File: src/rtl/uart_block_packer.sv
// Packs UART receiver bytes big-endian into a SHA-256 message block and hands
// the completed block to the hash core over a valid/ready handshake.
module uart_block_packer #(
  parameter  int UART_DATA_WIDTH = 8,
  parameter  int BYTES_PER_BLOCK = 64,
  localparam int BLOCK_WIDTH     = UART_DATA_WIDTH * BYTES_PER_BLOCK,
  localparam int CW              = $clog2(BYTES_PER_BLOCK + 1)
) (
  input  logic                       i_Clock,
  input  logic                       i_Rst_n,
  input  logic                       i_Rx_DV,
  input  logic [UART_DATA_WIDTH-1:0] i_Rx_Byte,
  input  logic                       i_Flush,
  output logic [BLOCK_WIDTH-1:0]     o_Block,
  output logic                       o_Block_Valid,
  input  logic                       i_Block_Ready,
  output logic [CW-1:0]              o_Byte_Count,
  output logic                       o_Overrun
);

  localparam int SW = $clog2(BYTES_PER_BLOCK);

  typedef enum logic [1:0] {
    S_FILL = 2'b01,
    S_HOLD = 2'b10
  } state_t;

  state_t                   state_q, state_d;
  logic [BLOCK_WIDTH-1:0]   buf_q, buf_d;
  logic [CW-1:0]            count_q, count_d;
  logic                     ovr_q, ovr_d;
  int unsigned              slot;

  // Constant-index unrolled write keeps the byte lane select free of width games.
  function automatic logic [BLOCK_WIDTH-1:0] write_slot(
    input logic [BLOCK_WIDTH-1:0]     blk,
    input int unsigned                idx,
    input logic [UART_DATA_WIDTH-1:0] b
  );
    logic [BLOCK_WIDTH-1:0] r;
    r = blk;
    for (int unsigned i = 0; i < BYTES_PER_BLOCK; i++) begin
      if (idx == i) r[BLOCK_WIDTH-1-UART_DATA_WIDTH*i -: UART_DATA_WIDTH] = b;
    end
    return r;
  endfunction

  always_ff @(posedge i_Clock) begin
    if (!i_Rst_n) begin
      state_q <= S_FILL;
      buf_q   <= '0;
      count_q <= '0;
      ovr_q   <= 1'b0;
    end else begin
      state_q <= state_d;
      buf_q   <= buf_d;
      count_q <= count_d;
      ovr_q   <= ovr_d;
    end
  end

  always_comb begin
    state_d = state_q;
    buf_d   = buf_q;
    count_d = count_q;
    ovr_d   = ovr_q;
    slot    = 32'(count_q[SW-1:0]);
    unique case (state_q)
      S_FILL: begin
        if (i_Flush) begin
          buf_d   = '0;
          count_d = '0;
        end else if (i_Rx_DV) begin
          buf_d = write_slot(buf_q, slot, i_Rx_Byte);
          if (count_q == CW'(BYTES_PER_BLOCK - 1)) begin
            state_d = S_HOLD;
            count_d = CW'(BYTES_PER_BLOCK);
          end else begin
            count_d = count_q + CW'(1);
          end
        end
      end
      S_HOLD: begin
        if (i_Block_Ready) begin
          state_d = S_FILL;
          buf_d   = '0;
          count_d = '0;
          // A byte arriving on the handshake cycle starts the next block.
          if (i_Rx_DV) begin
            buf_d   = write_slot('0, 0, i_Rx_Byte);
            count_d = CW'(1);
          end
        end else if (i_Rx_DV) begin
          ovr_d = 1'b1;
        end
      end
      default: begin
        state_d = S_FILL;
        buf_d   = '0;
        count_d = '0;
      end
    endcase
  end

  assign o_Block_Valid = (state_q == S_HOLD);
  assign o_Block       = o_Block_Valid ? buf_q : '0;
  assign o_Byte_Count  = count_q;
  assign o_Overrun     = ovr_q;

endmodule

File: config.mk
export PLATFORM = sky130hd
export DESIGN_NAME = uart_block_packer
export DESIGN_NICKNAME = d
export VERILOG_FILES = /design/src/rtl/uart_block_packer.sv
export SDC_FILE = /design/constraint.sdc
export NUM_CORES = 1
export LEC_CHECK = 0
export CAP_MARGIN = 20
export CELL_PAD_IN_SITES_DETAIL_PLACEMENT = 1
export CELL_PAD_IN_SITES_GLOBAL_PLACEMENT = 1
export CORE_ASPECT_RATIO = 0.75
export CORE_MARGIN = 2
export CORE_UTILIZATION = 40
export DETAILED_ROUTE_END_ITERATION = 8
export PLACE_DENSITY = 0.91
export SLEW_MARGIN = 20
export SYNTH_ARGS = -nofsm -noshare
export SYNTH_HDL_FRONTEND = slang
export SYNTH_SLANG_ARGS = --single-unit
export TNS_END_PERCENT = 50
File: constraint.sdc
create_clock -name i_Clock -period 4.69 [get_ports i_Clock]
set_input_delay 0.7035 -clock i_Clock [delete_from_list [all_inputs] [get_ports i_Clock]]
set_output_delay 0.7035 -clock i_Clock [all_outputs]
set_load 0.02 [all_outputs]
; After elaboration in Yosys (flattened, before gate mapping)
; Index checks and enable logic that the tools add are counted.
[totals]
reg_bits = 522
input_bits = 13
[classes]
mux = 81
add_sub_neg = 1
eq_ne = 135
n_bitwise = 1
reduce_logical = 68
[op_table]
columns = cell, n
row1 = 512-bit 2-to-1 mux, 5
row2 = 512-bit one-hot mux with 2 select lines, 1
row3 = 8-bit 2-to-1 mux, 64
row4 = "3-bit != test, second input constant", 65
row5 = 3-bit AND reduction, 65
row6 = "6-bit equality test, second input constant", 32
row7 = "6-bit by 5-bit equality test with 1-bit output, second input constant", 16
row8 = "6-bit by 4-bit equality test with 1-bit output, second input constant", 8
row9 = 7-bit 2-to-1 mux, 4
row10 = "6-bit by 3-bit equality test with 1-bit output, second input constant", 4
row11 = 7-bit one-hot mux with 2 select lines, 1
row12 = "6-bit by 2-bit equality test with 1-bit output, second input constant", 2
row13 = 2-bit 2-to-1 mux, 4
row14 = "7-bit by 1-bit adder with 7-bit output, second input constant", 1
row15 = "7-bit by 6-bit equality test with 1-bit output, second input constant", 1
row16 = "6-bit by 1-bit equality test with 1-bit output, second input constant", 1
row17 = 6-bit logical NOT, 1
row18 = "2-bit != test, second input constant", 3
row19 = 2-bit one-hot mux with 2 select lines, 1
row20 = 4-bit AND reduction, 1
row21 = "2-bit by 1-bit equality test with 1-bit output, second input constant", 1
row22 = "2-bit equality test, second input constant", 1
row23 = "2-bit by 1-bit != test with 1-bit output, second input constant", 1
row24 = 2-bit AND reduction, 1
row25 = 2 further kinds, 2

; Longest topological paths before layout
; Gate-level depths: netlist of run 1.
[logic_depth]
depth_word = 5
depth_mapped = 10
ltp_nobuf = 6

; Worst setup path before layout of run 1
; OpenSTA, ideal clock, no wires.
[synth_timing]
path_type = register to output
from = register state_q[0]
to = output o_Block[0]
slack_ps = 2326
stages_incl_launch_ff = 7
arrival_ps = 1660
cell_sequence = dfxtp_1 inv_1 ha_1 clkbuf_1 clkbuf_1 clkbuf_1 and2_1
[synth_via]
elab_chain_len = 2
[synth_lines]
columns = element, line_no
row1 = "start, declared", 28  ; state_t state_q, state_d;
row2 = "start signal, assigned", 55  ; state_q <= state_d;
row3 = 2-bit equality test, 105  ; assign o_Block_Valid = (state_q == S_HOLD);
row4 = named net o_Block_Valid, 15  ; output logic o_Block_Valid,
row5 = 512-bit 2-to-1 mux, 106  ; assign o_Block = o_Block_Valid ? buf_q : '0;
row6 = "end, declared", 14  ; output logic [BLOCK_WIDTH-1:0] o_Block,
; The timed path passes the listed nets, and every way through them passes these cells.

; Worst setup path in the final report of run 1
[layout_timing]
from = register state_q[0]
to = output o_Block[503]
[layout_via]
elab_chain_len = 2
[layout_lines]
columns = element, line_no
row1 = 2-bit equality test, 105
row2 = 512-bit 2-to-1 mux, 106
; Every way passes these cells.

==> results.yml, run 1 <==
outcome:
  status: "complete, no violations"
cells_and_area:
  post_route_cells_drive_above_1_share: 0.0764
  final_util: 0.537
  fin_nets: 2974
  area_growth_pct: 32.3
global_route:
  grt_pass1_wl_mm: 134
  grt-ovfl-total: 0
  grtUsageTotal: 0.284
  grt_max_degree: 145
  antenna_found_initial: 3
  first_global_vias: 21926
timing:
  timing.fmax_mhz: 258
  slew_violations: 0
  setup_violations: 0
  timing.final.hold_violations: 0
  finalCritPeriodShare: 0.826
  slew_headroom: 0.246
  finClkSkew_ns: 0.0107
  rsz0062_at_grt: "false"
  setup_tns_ns: 0
  hold_ws_ns: 0.457
  tightest_slew_ns: 1.13
  fin_crit_ns: 3.88
clock_network:
  clock-sinks: 522
  htreeDepth: 2
  worstSkewPairLatency_ns: 0.59
  cts_tree: "done"
  ctsRootBufferMaster: "clkbuf_16"
  numCtsBuffers: 53
  ctsResizeCount: 0
  postCtsSetupRepairBufs: 0
  clk_path_buf_depth: 3
  clk_pin_slew_ns: 0.06
  cts_hold_buf: 0
logic_synthesis:
  synth_edf_count: 0
  ys_ff_latch: 522
  synth_area_mm2: 0.0234
  yosys-top-cells-count: "and2_1 (522), dfxtp_1 (522), nand2_1 (229)"
  synth_top_area_frac: 0.447
  ys_warn_count: 0
  yosysTopAreaCell: "dfxtp_1"
  synth_area_leaders: "dfxtp_1 (45%), and2_1 (14%), mux2i_1 (8.1%)"
  ys_types: 57
  synth-async-reset-ratio: 0
  synthFlopType: "dfxtp_1"
  synth_nets: 2589
  seq_area_frac_synth: 0.447
  postSynthAreaPerCell_um2: 9.09
  syn_inst: 2570
drt:
  via_count: 20799
  routedWlPerCell_um: 23.8
  drc_errors: 0
  antenna_left: 0
  via_per_inst: 5.50
  first_pass_iters: 5
  drt_wl_total_mm: 89.9
  drt_iter0_drc: 1501
floorplan:
  dieHeight_um: 213
  core_area_mm2: 0.0575
  dieArea_mm2: 0.0604
  rows: 76
  fp.dieW_um: 283
  start_util: 0.406
  pin_count: 534
worst_setup_path:
  worst_setup_path_end_kind: "primary output"
  critical_path_class: "reg2out"
  critPathArrivalTime_ns: 3.17
  r2r_cells: 6
  cp_data_required_time_ns: 3.99
  crit_family: "buffers and inverters"
  worst_setup_path_start_kind: "register"
  critPathMaxStageDelay_ns: 0.79
  crit_cells: 5
  path_buf_inv: 3
  slowest_stage: "clkdlybuf4s50_1"
  crit_chain: "inv_1, ha_4, buf_4, and2_1, clkdlybuf4s50_1"
  crit_fanout: 65
hold_path:
  hp-class: "reg2reg"
  whs_path_depth: 2
pwr:
  finalPower_mw: 9.60
  peakVddDrop_mv: 0.251
  power_per_cell_area_mw_per_mm2: 311
  p_leak_nw: 12.0
place:
  io_buffers: 533
  dp.final_hpwl_mm: 58.5
  finalWeightedCongestion: 0.827
job:
  maxCapViolCount: 0
==> worst min-delay path: cells and delay by family, from the launching register on <==
| family | cells | cell delay [ns] |
|---|---|---|
| flip-flops | 1 | 0.31 |
| multiplexers | 1 | 0.05 |
| AND/OR/NAND/NOR | 1 | 0.05 |
==> placed cells by master, fill, tap and decap left out, drive strengths merged, types with 58 or more instances in the layout <==
cell type      count
clkdlybuf4s50    532
and2             523
dfxtp            522
nand2            261
mux2i            188
nand3            154
o21ai            150
nor2             124
and3             114
o21a             110
clkbuf            73
a22o              58
==> registers in the layout (all words and copies together) (netlist names) <==
signal	count
o_Byte_Count	7
state_q	2
buf_q	512
o_Overrun	1
==> worst paths after layout <==
kind,start,slack (ns),end
worst max-delay path,state_q[0],0.81,o_Block[503]
worst min-delay path,buf_q[208],0.46,buf_q[208]
worst max register to register,state_q[0],1.15,buf_q[351]
worst min register to register,buf_q[208],0.46,buf_q[208]
==> power breakdown <==
group / switching (mW) / internal (mW)
Clock: 1.91 / 2.70
Sequential: 0.0389 / 4.50
Combinational: 0.329 / 0.120
==> metrics by stage <==
step,instances,cell area [um^2],worst slack (ns)
2_1_floorplan,2570,23400,2.33
3_3_place_gp,3679,29000,1.36
3_5_place_dp,3679,29000,1.27
4_1_cts,3778,30900,0.758
5_1_grt,3780,30900,0.586
6_report,3781,30900,0.815
==> routing by layer <==
layer	track usage	routed length [um]	vias to the layer above
met5	0	0	-
met4	0.0968	2620	0
met2	0.496	44100	702
li1	-	-	9454
met3	0.0627	5860	173
met1	0.347	37300	10470
==> cells by family after synthesis <==
kind of cell,synth area share
muxes,0.0806
and+or+nand+nor,0.318
adders and majority gates,0.00321
buffers and inverters,0.0457
AOI/OAI and AO/OA,0.105
DFF,0.447
==> area by class of cell <==
cell class,instances,area (um^2)
clock inverters,26,313
fillers,6406,26600
multi-input cells,1817,11900
clock buffers,73,1580
inverters,5,18.8
repair buffers,556,5620
diodes,2,5.00
well taps,780,976
flip-flops and latches,522,10500
Power figures use the tool's default switching activity.
==> run 2, diff against run 1 <==
--- a/config.mk
+++ b/config.mk
@@ -10,9 +10,9 @@
 export CELL_PAD_IN_SITES_GLOBAL_PLACEMENT = 1
 export CORE_ASPECT_RATIO = 0.75
 export CORE_MARGIN = 2
-export CORE_UTILIZATION = 40
+export CORE_UTILIZATION = 34
 export DETAILED_ROUTE_END_ITERATION = 8
-export PLACE_DENSITY = 0.91
+export PLACE_DENSITY = 0.83
 export SLEW_MARGIN = 20
 export SYNTH_ARGS = -nofsm -noshare
 export SYNTH_HDL_FRONTEND = slang
==> constraint.sdc (replaced) <==
create_clock -name i_Clock -period 3.5 [get_ports i_Clock]
set_input_delay 0.525 -clock i_Clock [delete_from_list [all_inputs] [get_ports i_Clock]]
set_output_delay 0.525 -clock i_Clock [all_outputs]
set_load 0.02 [all_outputs]
==> results.yml, run 2 (same netlist as run 1, synthesis figures left out) <==
outcome:
  status: "complete, no violations"
place:
  finalWeightedCongestion: 0.810
  dp.cells: 3819
  io_buffers: 533
  dp.final_hpwl_mm: 57.6
cells_and_area:
  final_cells: 3918
  post_route_cells_drive_above_1_share: 0.0833
  area_growth_pct: 33.7
  final_cell_mix: "clkdlybuf4s50_1 (532), and2_1 (522), dfxtp_1 (522)"
  final_common_cell: "clkdlybuf4s50_1"
  final_util: 0.458
  antenna-diode-count: 0
  largest_reg_flops: 512
  fin_nets: 3002
  top_register: "buf_q"
timing:
  finClkSkew_ns: 0.0151
  setup_violations: 0
  timing.fmax_mhz: 309
  finalCritPeriodShare: 0.926
  tightest_slew_ns: 1.01
  slew_headroom: 0.324
  fin_crit_ns: 3.24
  setup_tns_ns: 0
  timing.final.hold_violations: 0
  rsz0062_at_grt: "false"
  slew_violations: 0
global_route:
  antenna_found_initial: 5
  first_global_vias: 20516
  grt_pass1_wl_mm: 129
  grtUsageTotal: 0.235
  grt-ovfl-total: 0
  grt_max_degree: 179
clock_network:
  clk_path_buf_depth: 3
  clk_pin_slew_ns: 0.07
  numCtsBuffers: 54
  cts_hold_buf: 0
  postCtsSetupRepairBufs: 0
  cts_tree: "done"
  htreeDepth: 2
  ctsRootBufferMaster: "clkbuf_16"
  ctsResizeCount: 0
  clock-sinks: 522
  worstSkewPairLatency_ns: 0.60
worst_setup_path:
  crit_fanout: 97
  worst_setup_path_start_kind: "register"
  critPathArrivalTime_ns: 2.72
  r2r-start: "o_Byte_Count[5]"
  r2r_cells: 4
  regToRegSetupSlack_ns: 0.58
  reg2reg_to: "buf_q[236]"
  critical_path_class: "reg2out"
  worst_setup_path_end_kind: "primary output"
  crit_chain: "inv_1, ha_4, buf_12, and2_1, clkdlybuf4s50_1"
  critPathMaxStageDelay_ns: 0.70
  cp_data_required_time_ns: 2.97
  slowest_stage: "clkdlybuf4s50_1"
pwr:
  power_per_cell_area_mw_per_mm2: 407
  peakVddDrop_mv: 0.250
  finalPower_mw: 12.7
  p_leak_nw: 12.1
floorplan:
  pin_count: 534
  core_area_mm2: 0.0682
  dieArea_mm2: 0.0708
  start_util: 0.342
  dieHeight_um: 231
  rows: 83
  fp.dieW_um: 307
drt:
  drt_iter0_drc: 1220
  first_pass_iters: 5
  via_per_inst: 5.09
  routedWlPerCell_um: 21.8
  drc_errors: 0
  drt_wl_total_mm: 85.5
  antenna_left: 0
  via_count: 19938
hold_path:
  hp-class: "in2reg"
  hold_end: "buf_q[164]"
  whs_path_depth: 2
  hp-start: "i_Rst_n"
job:
  maxCapViolCount: 0
==> run 2: changes by cell type in the layout (fill, tap and decap cells not counted), moves of 3 or more <==
cell / before / now
clkinv_2: 10 / 13
buf_4: 14 / 36
clkbuf_1: 4 / 7
clkinvlp_4: 6 / 2
clkinv_4: 1 / 4
buf_12: 7 / 14
==> run 2: critical path: cells and delay by family, from the launching register on <==
| family | cells | cell delay (ns) |
|---|---|---|
| adders and majority gates | 1 | 0.41 |
| DFF | 1 | 0.32 |
| buffers and inverters | 3 | 1.13 |
| and+or+nand+nor | 1 | 0.19 |
==> run 2: where the power goes <==
group | internal, mW | total, mW | leakage (nW) | switching, mW
logic | 0.175 | 0.626 | 6.99 | 0.451
clock network | 3.43 | 6.00 | 0.906 | 2.57
registers | 6.03 | 6.08 | 4.22 | 0.0464
==> run 2: worst max path at each step <==
stage	cells after the start	endpoint	start	slack, ns
floorplan	6	o_Block[0]	state_q[0]	1.31
global placement	6	buf_q[197]	i_Flush	0.52
detailed placement	6	buf_q[197]	i_Flush	0.44
CTS	5	o_Block[474]	state_q[0]	0.20
global route	5	o_Block[499]	state_q[0]	0.12
finish	5	o_Block[452]	state_q[0]	0.26
==> run 2: cell type report <==
cell class	instances	area, um^2
sequential	522	10500
clock buffer	74	1570
inverter	5	18.8
multi-input combinational	1817	11900
tap	892	1120
clock inverter	25	253
timing repair buffer	583	5890
fill	7707	37000
==> run 2: through the flow <==
step / cell area, um^2 / hold WS [ns] / setup slack, ns
6_report: 31200 / 0.301 / 0.259
5_1_grt: 31200 / 0.264 / 0.124
4_1_cts: 31200 / 0.241 / 0.201
3_5_place_dp: 29400 / 0.443 / 0.439
3_3_place_gp: 29400 / 0.437 / 0.523
2_1_floorplan: 23400 / 0.424 / 1.31
==> run 2: metal layers <==
| metal | part of all wire | track usage | vias to the layer above | wire length (um) |
|---|---|---|---|---|
| met3 | 0.073 | 0.0624 | 123 | 6200 |
| met1 | 0.45 | 0.305 | 9776 | 38100 |
| met5 | 0.00015 | 0 | - | 13 |
| met2 | 0.46 | 0.384 | 535 | 39000 |
| li1 | - | - | 9502 | - |
| met4 | 0.025 | 0.0623 | 2 | 2130 |
